[config.mk]
export PLATFORM = sky130hd
export DESIGN_NAME = seq_divider
export DESIGN_NICKNAME = d
export VERILOG_FILES = /design/src/rtl/seq_divider.sv
export SDC_FILE = /design/constraint.sdc
export NUM_CORES = 1
export LEC_CHECK = 0
export CAP_MARGIN = 10
export CORE_UTILIZATION = 40
export DETAILED_ROUTE_END_ITERATION = 10
export HOLD_SLACK_MARGIN = 0.1
export PLACE_DENSITY = 0.56
export SKIP_LAST_GASP = 1
export SLEW_MARGIN = 5
export SYNTH_ARGS = -nofsm -noshare
export SYNTH_HDL_FRONTEND = slang
export SYNTH_SLANG_ARGS = --single-unit
[constraint.sdc]
create_clock -name clk -period 4.2 [get_ports clk]
set_input_delay 0.84 -clock clk [delete_from_list [all_inputs] [get_ports clk]]
set_output_delay 0.84 -clock clk [all_outputs]
set_load 0.01 [all_outputs]
[src/rtl/seq_divider.sv]
`default_nettype none
// ============================================================================
// Module   : seq_divider
// Purpose  : Multi-cycle restoring integer divider, one quotient bit per
//            clock, signed/unsigned per operation, start/busy/done handshake,
//            divide-by-zero and signed-overflow flags.
// Revision : 1.0  initial release
// ============================================================================
module seq_divider #(
  parameter int WIDTH = 32,
  parameter int CNT_W = 6
) (
  input  logic             clk,
  input  logic             reset,
  input  logic             start,
  input  logic             signed_op,
  input  logic [WIDTH-1:0] dividend,
  input  logic [WIDTH-1:0] divisor,
  output logic             busy,
  output logic             done,
  output logic [WIDTH-1:0] quot,
  output logic [WIDTH-1:0] rem,
  output logic             div_by_zero,
  output logic             overflow
);

  typedef enum logic [2:0] {
    S_IDLE = 3'd0,
    S_PREP = 3'd1,
    S_CALC = 3'd2,
    S_FIX  = 3'd3,
    S_DONE = 3'd4
  } state_t;

  localparam logic [WIDTH-1:0] c_int_min = {1'b1, {(WIDTH-1){1'b0}}};
  localparam logic [WIDTH-1:0] c_all_one = {WIDTH{1'b1}};
  localparam logic [CNT_W-1:0] c_iters   = CNT_W'(WIDTH);
  localparam logic [CNT_W-1:0] c_last    = CNT_W'(1);

  state_t             r_state;
  logic [CNT_W-1:0]   r_cnt;
  logic               r_signed;
  logic [WIDTH-1:0]   r_dvd;
  logic [WIDTH-1:0]   r_dvs;
  logic [WIDTH-1:0]   r_dvs_mag;
  logic [WIDTH-1:0]   r_rem_acc;
  logic [WIDTH-1:0]   r_q_acc;
  logic               r_neg_q;
  logic               r_neg_r;
  logic               r_div0;

  logic               w_dvd_neg;
  logic               w_dvs_neg;
  logic [WIDTH-1:0]   w_dvd_mag;
  logic [WIDTH-1:0]   w_dvs_mag;
  logic [WIDTH:0]     w_shift;
  logic               w_ge;
  logic [WIDTH-1:0]   w_sub;

  // Operand sign/magnitude split; MIN maps to the unsigned value 2**(WIDTH-1)
  always_comb begin
    w_dvd_neg = r_signed & r_dvd[WIDTH-1];
    w_dvs_neg = r_signed & r_dvs[WIDTH-1];
    w_dvd_mag = w_dvd_neg ? (-r_dvd) : r_dvd;
    w_dvs_mag = w_dvs_neg ? (-r_dvs) : r_dvs;
  end

  // One restoring step: the shifted partial remainder is WIDTH+1 bits wide;
  // if its top bit is set it certainly exceeds the divisor, and the true
  // difference always fits in WIDTH bits, so a modular subtract suffices.
  always_comb begin
    w_shift = {r_rem_acc, r_q_acc[WIDTH-1]};
    w_ge    = w_shift[WIDTH] | (w_shift[WIDTH-1:0] >= r_dvs_mag);
    w_sub   = w_shift[WIDTH-1:0] - r_dvs_mag;
  end

  // Control FSM, iteration datapath and registered outputs
  always_ff @(posedge clk) begin
    if (reset) begin
      r_state     <= S_IDLE;
      r_cnt       <= '0;
      r_signed    <= 1'b0;
      r_dvd       <= '0;
      r_dvs       <= '0;
      r_dvs_mag   <= '0;
      r_rem_acc   <= '0;
      r_q_acc     <= '0;
      r_neg_q     <= 1'b0;
      r_neg_r     <= 1'b0;
      r_div0      <= 1'b0;
      busy        <= 1'b0;
      done        <= 1'b0;
      quot        <= '0;
      rem         <= '0;
      div_by_zero <= 1'b0;
      overflow    <= 1'b0;
    end else begin
      // done trails the DONE state by one register stage
      done <= (r_state == S_DONE);
      case (r_state)
        S_IDLE: begin
          if (start) begin
            r_signed    <= signed_op;
            r_dvd       <= dividend;
            r_dvs       <= divisor;
            div_by_zero <= 1'b0;
            overflow    <= 1'b0;
            busy        <= 1'b1;
            r_state     <= S_PREP;
          end
        end
        S_PREP: begin
          r_neg_q <= w_dvd_neg ^ w_dvs_neg;
          r_neg_r <= w_dvd_neg;
          if (r_dvs == '0) begin
            r_div0  <= 1'b1;
            r_state <= S_FIX;
          end else begin
            r_div0    <= 1'b0;
            r_dvs_mag <= w_dvs_mag;
            r_rem_acc <= '0;
            r_q_acc   <= w_dvd_mag;
            r_cnt     <= c_iters;
            r_state   <= S_CALC;
          end
        end
        S_CALC: begin
          r_rem_acc <= w_ge ? w_sub : w_shift[WIDTH-1:0];
          r_q_acc   <= {r_q_acc[WIDTH-2:0], w_ge};
          r_cnt     <= r_cnt - 1'b1;
          if (r_cnt == c_last) begin
            r_state <= S_FIX;
          end
        end
        S_FIX: begin
          if (r_div0) begin
            quot        <= c_all_one;
            rem         <= r_dvd;
            div_by_zero <= 1'b1;
          end else begin
            quot     <= r_neg_q ? (-r_q_acc) : r_q_acc;
            rem      <= r_neg_r ? (-r_rem_acc) : r_rem_acc;
            // MIN / -1 wraps back to MIN through the negation above
            overflow <= r_signed && (r_dvd == c_int_min) && (r_dvs == c_all_one);
          end
          r_state <= S_DONE;
        end
        S_DONE: begin
          busy    <= 1'b0;
          r_state <= S_IDLE;
        end
        default: begin
          busy    <= 1'b0;
          r_state <= S_IDLE;
        end
      endcase
    end
  end

endmodule
`default_nettype wire
==> results of run 1 <==
==> final timing paths <==
kind / startpoint / endpoint / slack, ns / depth (start not counted)
setup / recovery: r_q_acc[2]$_SDFFE_PP0P_ / quot[30]$_SDFFE_PP0P_ / 0.53 / 9
hold / removal: rem[6]$_SDFFE_PP0P_ / rem[6]$_SDFFE_PP0P_ / 0.45 / 2
setup reg to reg: r_q_acc[2]$_SDFFE_PP0P_ / quot[30]$_SDFFE_PP0P_ / 0.53 / 9
hold reg to reg: rem[6]$_SDFFE_PP0P_ / rem[6]$_SDFFE_PP0P_ / 0.45 / 2
==> flip-flops by register name (all words and copies together), names as in the netlist <==
signal and flops:
r_dvs 32, r_neg_q 1, r_signed 1, busy 1, quot 32, overflow 1, r_dvs_mag 32, rem 32
done 1, r_cnt 6, div_by_zero 1, r_div0 1, r_neg_r 1, r_state 3, r_dvd 32, r_rem_acc 32
r_q_acc 32
==> layer usage <==
layer  track usage, %  up-vias  wire length (microns)  share of wire [%]
met4            7.902        0                   1349                3.1
met5                0        -                      0                  0
met3            2.940       73                   1904                4.4
li1                 -     6493                      -                  -
met1            31.87     6096                  19350                 45
met2            43.67      324                  20520                 48
==> cell type report <==
cell class / instances / area (sq um)
Timing Repair Buffer: 163 / 1600
Clock inverter: 17 / 198.9
Multi-Input combinational cell: 1390 / 8124
Tap cell: 448 / 560.5
Fill cell: 3352 / 17160
Clock buffer: 35 / 757.0
Inverter: 59 / 221.5
Sequential cell: 241 / 4826
==> kinds of logic (layout without fill, tap and decap cells) <==
group	Yosys count	after routing
and+or+nand+nor	683	683
adders and majority gates	40	40
xor gates and xnor gates	146	146
AOI/OAI and AO/OA	505	505
DFF	241	241
muxes	16	16
buffers and inverters	178	274
==> where the power goes <==
part | leakage, nW | switching, mW | total, mW | internal [mW]
combinational | 3.51 | 1.17 | 1.98 | 0.818
clock | 0.466 | 1.04 | 2.51 | 1.47
sequential | 1.96 | 0.189 | 2.61 | 2.42
total | 5.94 | 2.39 | 7.11 | 4.72
==> worst min-delay path, cell delays in order, from the launching register on <==
cell and delay [ns]:
sky130_fd_sc_hd__dfxtp_1 0.31, sky130_fd_sc_hd__nand2_1 0.05, sky130_fd_sc_hd__a21oi_1 0.05
==> per-stage QoR <==
step	std cells	cell area [sq um]	total power, mW
2_1_floorplan	1809	13570	4.024
3_3_place_gp	2301	15330	4.619
3_5_place_dp	2301	15330	4.630
4_1_cts	2353	16290	7.156
5_1_grt	2353	16290	7.504
6_report	2353	16290	7.110
==> placed cells by master (no fill, tap or decap), types with 5 or more instances in the layout <==
cell                              count
sky130_fd_sc_hd__and2_1               5
sky130_fd_sc_hd__ha_1                39
sky130_fd_sc_hd__nor4_1              17
sky130_fd_sc_hd__o21ai_0            111
sky130_fd_sc_hd__a32oi_1              7
sky130_fd_sc_hd__xor2_1              90
sky130_fd_sc_hd__xnor2_1             56
sky130_fd_sc_hd__clkbuf_16           28
sky130_fd_sc_hd__nand2_1            319
sky130_fd_sc_hd__o41ai_1             10
sky130_fd_sc_hd__a21oi_1            190
sky130_fd_sc_hd__mux2i_1             16
sky130_fd_sc_hd__inv_1               58
sky130_fd_sc_hd__o21bai_1             6
sky130_fd_sc_hd__nor2_1             178
sky130_fd_sc_hd__or4_1               20
sky130_fd_sc_hd__clkinv_2             5
sky130_fd_sc_hd__clkinv_4             5
sky130_fd_sc_hd__a21o_1               8
sky130_fd_sc_hd__nand3_1             21
sky130_fd_sc_hd__nor2b_1              6
sky130_fd_sc_hd__buf_4               25
sky130_fd_sc_hd__nand4_1             20
sky130_fd_sc_hd__clkdlybuf4s50_1    134
sky130_fd_sc_hd__a211oi_1            68
sky130_fd_sc_hd__or3_4                5
sky130_fd_sc_hd__o31ai_1             19
sky130_fd_sc_hd__nor3_1              38
sky130_fd_sc_hd__or3_1                7
sky130_fd_sc_hd__a31oi_1             21
sky130_fd_sc_hd__o211ai_1            32
sky130_fd_sc_hd__dfxtp_1            240
sky130_fd_sc_hd__nand2b_1            13
==> metrics.log, run 1 <==
[metrics] run status: complete, no violations
[metrics] clock sink count: 241
[metrics] setup slack of the critical path after layout: 0.5299 ns
[metrics] Hold-fix buffers, CTS: 0
[metrics] dominant cell by count in the synthesized netlist: sky130_fd_sc_hd__nand2_1
[metrics] Setup crit end kind: flop
[metrics] number of enable flip-flop cells after synthesis: 0
[metrics] post-CTS setup buffer count: 0
[metrics] critical-path cell list: or4_4 -> or3_4 -> or3_4 -> or3_4 -> or4_1 -> or4_1 -> nand3_1 -> o21ai_1 -> a2111oi_2
[metrics] TritonCTS clock tree: done
[metrics] family with the most delay on the worst path: simple AND/OR/NAND/NOR gates
[metrics] largest driver fanout on the critical path: 7
[metrics] Synth Area in Simple Gates: 22.50%
[metrics] predominant post-synthesis flop cell: sky130_fd_sc_hd__dfxtp_1
[metrics] most area-consuming cells after synthesis: sky130_fd_sc_hd__dfxtp_1, sky130_fd_sc_hd__nand2_1, sky130_fd_sc_hd__a21oi_1
[metrics] Post-DP HPWL: 31.29 mm
[metrics] layout cell share with drive strength beyond 1: 5.564%
[metrics] final critical-path share of the clock period: 87.38%
[metrics] slowest CP cell: sky130_fd_sc_hd__or4_4
[metrics] path type of the worst setup path: reg2reg
[metrics] overall global routing resource usage: 24.96%
[metrics] Clock Skew: 0.02472 ns
[metrics] fraction of post-synthesis cell area in the top cell type by area: 35.54%
[metrics] count of state elements after synthesis: 241
[metrics] 1st-iter DRT viols: 863
[metrics] Relative slew margins: 27.64%
[metrics] Leak: 5.939 nW
[metrics] most common cell type on the critical path: sky130_fd_sc_hd__or3_4
[metrics] maximum ir drop on the vdd rail: 0.3688 mV
[metrics] initial antenna violation count: 0
[metrics] signed area change from the synthesized netlist to the final layout: 19.99%
[metrics] worst skew pair latency: 0.56 ns
[metrics] core area: 33450 sq um
[metrics] top post-synthesis cells by count: sky130_fd_sc_hd__nand2_1, sky130_fd_sc_hd__dfxtp_1, sky130_fd_sc_hd__a21oi_1
[metrics] end-of-flow core utilization: 48.70%
[metrics] worst slack at placement: 0.5538 ns
[metrics] delay of the slowest cell on the worst path: 0.57 ns
[metrics] Critical Path RT: 4.66 ns
[metrics] Buf/Inv on CP: 0
[metrics] routability congestion estimate: 0.9094
[metrics] unrepaired setup endpoints after global routing: no
[metrics] most area-hungry cell type in the Yosys netlist: sky130_fd_sc_hd__dfxtp_1
[metrics] number of instances resized during post-cts repair: 0
[metrics] Initial Util: 40.58%
[metrics] count of H-tree levels built during CTS: 1
[metrics] post-route antenna net violation count: 0
[metrics] hold slack: 0.4542 ns
[metrics] average cell area after synthesis: 7.504 sq um
[metrics] top-level I/O count: 136
[metrics] CTS max path bufs: 3
[metrics] Layout Nets: 1991
[metrics] buffer type at the clock tree root: sky130_fd_sc_hd__clkbuf_16
[metrics] WL per Instance: 18.32 microns
[metrics] data arrival at the endpoint of the critical path: 4.13 ns
[metrics] Total Die Area: 34680 sq um
[metrics] Detailed Route WL: 43.12 mm
[metrics] PD cells: 436.5 nW/um^2
[metrics] number of failing hold endpoints at the final stage: 0
[metrics] number of global-route vias before repair: 12260
[metrics] total global routing overflow: 0
[metrics] number of maximum-capacitance constraint violations: 0
[metrics] adder-cell area share of the yosys netlist: 3.742%
[metrics] global-route wire length before repair: 67.83 mm
[metrics] Clock Pin Slew Worst Setup and Hold Paths: 0.06 ns
[metrics] CP startpoint kind: flop
[metrics] Max Fclk: 272.5 MHz
[metrics] compound-gate portion of the synthesized area: 22.69%
[metrics] number of distinct library cells after synthesis: 64
[metrics] number of remaining DRC errors: 0
[metrics] Via density: 5.519
[metrics] setup violators final: 0
[metrics] sequential area share after synthesis: 35.54%
[metrics] maximum number of pins on one net before global-route repair: 141
[metrics] number of warning messages in the yosys log: 0
[metrics] Hold Path Class: reg2reg
[metrics] Fin Setup TNS: 0 ns
[metrics] Synth Cell Area: 13570 sq um
[metrics] slew at the pin closest to its max-slew limit: 1.084 ns
[metrics] combinational family with the most area after synthesis: compound AO/OA/AOI/OAI gates
[metrics] DIE WIDTH: 186.2 microns
[metrics] Syn Nets: 1917
[metrics] XOR/XNOR Fraction of Synth Area: 9.420%
[metrics] number of detailed-route iterations in the first pass: 5
[metrics] proportion of register bits with asynchronous set or reset after synthesis: 0%
[metrics] number of CTS-inserted buffers: 28
[metrics] max-slew violation total from the final report: 0
[metrics] synthesized netlist cell count: 1809
[metrics] die height: 186.2 microns
[metrics] number of antenna diodes: 0
[metrics] num rows: 67
[metrics] Period minus WS final: 3.670 ns
[metrics] via count of the routed design: 12990
[metrics] input/output buffers: 135
[metrics] mux share of post-synthesis cell area: 1.180%
Note: power is estimated with default switching activity, not from simulation.
==> run 2: changes to the inputs <==
- CORE_ASPECT_RATIO: default -> 1.5
==> metrics.log, run 2 (synthesis gave the netlist of run 1 again) <==
[metrics] number of maximum-capacitance constraint violations: 0 (unchanged)
[metrics] Total Die Area: 34690 sq um (about the same)
[metrics] commonest non-fill, non-tap cells in the layout: sky130_fd_sc_hd__nand2_1, sky130_fd_sc_hd__dfxtp_1, sky130_fd_sc_hd__a21oi_1
[metrics] Clock Skew: 0.02483 ns (+0.0001152 ns)
[metrics] 1st-iter DRT viols: 716 (-17%)
[metrics] Layout Nets: 1988 (-0.15%)
[metrics] number of detailed-route iterations in the first pass: 10 (+5)
[metrics] Fin Setup TNS: 0 ns (unchanged)
[metrics] Via density: 5.599 (+1.5%)
[metrics] Hold Path Class: reg2reg
[metrics] Relative slew margins: 20.42% (-7.2 points)
[metrics] Clock Pin Slew Worst Setup and Hold Paths: 0.06 ns (about the same)
[metrics] slew at the pin closest to its max-slew limit: 1.194 ns (+0.1098 ns)
[metrics] number of instances resized during post-cts repair: 0 (unchanged)
[metrics] DIE WIDTH: 152.4 microns (-18%)
[metrics] met1 GRT Util: 26.71% (-5.2 points)
[metrics] CP startpoint kind: flop
[metrics] signed area change from the synthesized netlist to the final layout: 19.53%
[metrics] worst skew pair latency: 0.56 ns (about the same)
[metrics] Overall Power: 7.052 mW (-0.81%)
[metrics] run status: complete, but fails checks
[metrics] post-CTS setup buffer count: 0 (unchanged)
[metrics] most common cell type on the critical path: sky130_fd_sc_hd__or3_4
[metrics] family with the most delay on the worst path: simple AND/OR/NAND/NOR gates
[metrics] slowest CP cell: sky130_fd_sc_hd__or4_4
[metrics] met2 track demand over resource in global routing: 48.07% (+4.4 points)
[metrics] initial antenna violation count: 0 (unchanged)
[metrics] CTS max path bufs: 3 (unchanged)
[metrics] Detailed Route WL: 43.36 mm (+0.57%)
[metrics] overall global routing resource usage: 24.88% (-0.081 points)
[metrics] WL per Instance: 18.69 microns (+2.0%)
[metrics] end-of-flow core utilization: 48.51% (-0.19 points)
[metrics] worst slack at placement: 0.4847 ns (-0.06905 ns)
[metrics] post-route antenna net violation count: 0 (unchanged)
[metrics] data arrival at the endpoint of the critical path: 4.17 ns (+0.04 ns)
[metrics] met3 demand-to-capacity share in global routing: 2.218% (-0.72 points)
[metrics] via count of the routed design: 12990 (+0.031%)
[metrics] Hold-fix buffers, CTS: 0 (unchanged)
[metrics] path type of the worst setup path: reg2reg
[metrics] number of antenna diodes: 0 (unchanged)
[metrics] number of CTS-inserted buffers: 26 (-7.1%)
[metrics] most common library cell in the layout ignoring fill and taps: sky130_fd_sc_hd__nand2_1
[metrics] final critical-path share of the clock period: 88.97% (+1.6 points)
[metrics] global-route wire length before repair: 68.63 mm (+1.2%)
[metrics] die height: 227.6 microns (+22%)
[metrics] maximum ir drop on the vdd rail: 0.2652 mV (-28%)
[metrics] number of failing hold endpoints at the final stage: 0 (unchanged)
[metrics] violated checks: DRC
[metrics] post-detailed-placement cell area: 15290 sq um (-0.27%)
[metrics] clock sink count: 241 (unchanged)
[metrics] core area: 33450 sq um (about the same)
[metrics] Leak: 5.925 nW (-0.23%)
[metrics] input/output buffers: 135 (unchanged)
[metrics] number of remaining DRC errors: 10 (+10)
[metrics] Buf/Inv on CP: 0 (unchanged)
[metrics] number of global-route vias before repair: 12470 (+1.7%)
[metrics] layout cell share with drive strength beyond 1: 5.474% (-0.091 points)
[metrics] Critical Path RT: 4.63 ns (-0.03 ns)
[metrics] top-level I/O count: 136 (unchanged)
[metrics] routability congestion estimate: 0.8904 (-2.1%)
[metrics] delay of the slowest cell on the worst path: 0.57 ns (about the same)
[metrics] buffer type at the clock tree root: sky130_fd_sc_hd__clkbuf_16
[metrics] total global routing overflow: 0 (unchanged)
[metrics] unrepaired setup endpoints after global routing: no
[metrics] PD cells: 434.6 nW/um^2 (-0.43%)
[metrics] Post-DP HPWL: 31.96 mm (+2.2%)
[metrics] largest driver fanout on the critical path: 7 (unchanged)
[metrics] Period minus WS final: 3.737 ns (+0.06657 ns)
[metrics] most heavily used metal layer in global routing: met2
[metrics] critical-path cell list: or4_4 -> or3_4 -> or3_4 -> or3_4 -> or4_1 -> or4_1 -> nand3_1 -> o21ai_1 -> a2111oi_2
[metrics] setup slack of the critical path after layout: 0.4633 ns (-0.06657 ns)
[metrics] setup violators final: 0 (unchanged)
[metrics] Setup crit end kind: flop
[metrics] TritonCTS clock tree: done
[metrics] max-slew violation total from the final report: 0 (unchanged)
[metrics] num rows: 82 (+22%)
[metrics] maximum number of pins on one net before global-route repair: 204 (+45%)
[metrics] cell area after layout: 16230 sq um (-0.38%)
[metrics] count of H-tree levels built during CTS: 1 (unchanged)
[metrics] Initial Util: 40.58% (about the same)
[metrics] Max Fclk: 267.6 MHz (-1.8%)
-- run 2: cell types whose count changed in the layout (fill, tap and decap cells not counted), sizes merged --
| cell | change |
|---|---|
| clkinv | -6 |
| inv | -1 |
| bufinv | -1 |
| buf | -1 |
| clkbuf | +4 |
-- run 2: layout make-up --
type | count | area, sq um
clock inverter | 9 | 115.1
clock buffer | 39 | 819.5
timing repair buffer | 162 | 1593
fill | 3392 | 17220
inverter | 59 | 221.5
multi-input combinational | 1390 | 8125
tap | 420 | 525.5
sequential | 241 | 4826
-- run 2: final timing paths --
check | startpoint | endpoint | slack, ns | cells after the start
worst min-delay path | rem[1]$_SDFFE_PP0P_ | rem[1]$_SDFFE_PP0P_ | 0.46 | 2
worst max register to register | r_q_acc[2]$_SDFFE_PP0P_ | quot[30]$_SDFFE_PP0P_ | 0.46 | 9
worst max-delay path | r_q_acc[2]$_SDFFE_PP0P_ | quot[30]$_SDFFE_PP0P_ | 0.46 | 9
worst min register to register | rem[1]$_SDFFE_PP0P_ | rem[1]$_SDFFE_PP0P_ | 0.46 | 2
-- run 2: report_power, final --
group | internal [mW] | leakage, nW | total [mW] | switching, mW
combinational | 0.807 | 3.50 | 1.97 | 1.16
sequential | 2.42 | 1.96 | 2.62 | 0.192
clock | 1.47 | 0.459 | 2.47 | 0.994
total | 4.70 | 5.93 | 7.05 | 2.35
-- run 2: stage by stage --
stage / hold slack, ns / std cells
after floorplan: 0.4406 / 1809
after global placement: 0.4457 / 2272
after detailed placement: 0.4503 / 2272
after CTS: 0.4588 / 2320
after global routing: 0.4903 / 2320
final: 0.4562 / 2320
-- run 2: worst min-delay path, delay by kind of cell (launching register included) --
kind	cells	cell delay [ns]
simple gates	1	0.05
flops	1	0.31
compound gates	1	0.05
-- run 2: routing by layer --
| metal | vias up | wire length [microns] |
|---|---|---|
| met5 | - | 0 |
| met4 | 0 | 2301 |
| met1 | 6126 | 16970 |
| met3 | 93 | 1287 |
| li1 | 6488 | - |
| met2 | 283 | 22800 |
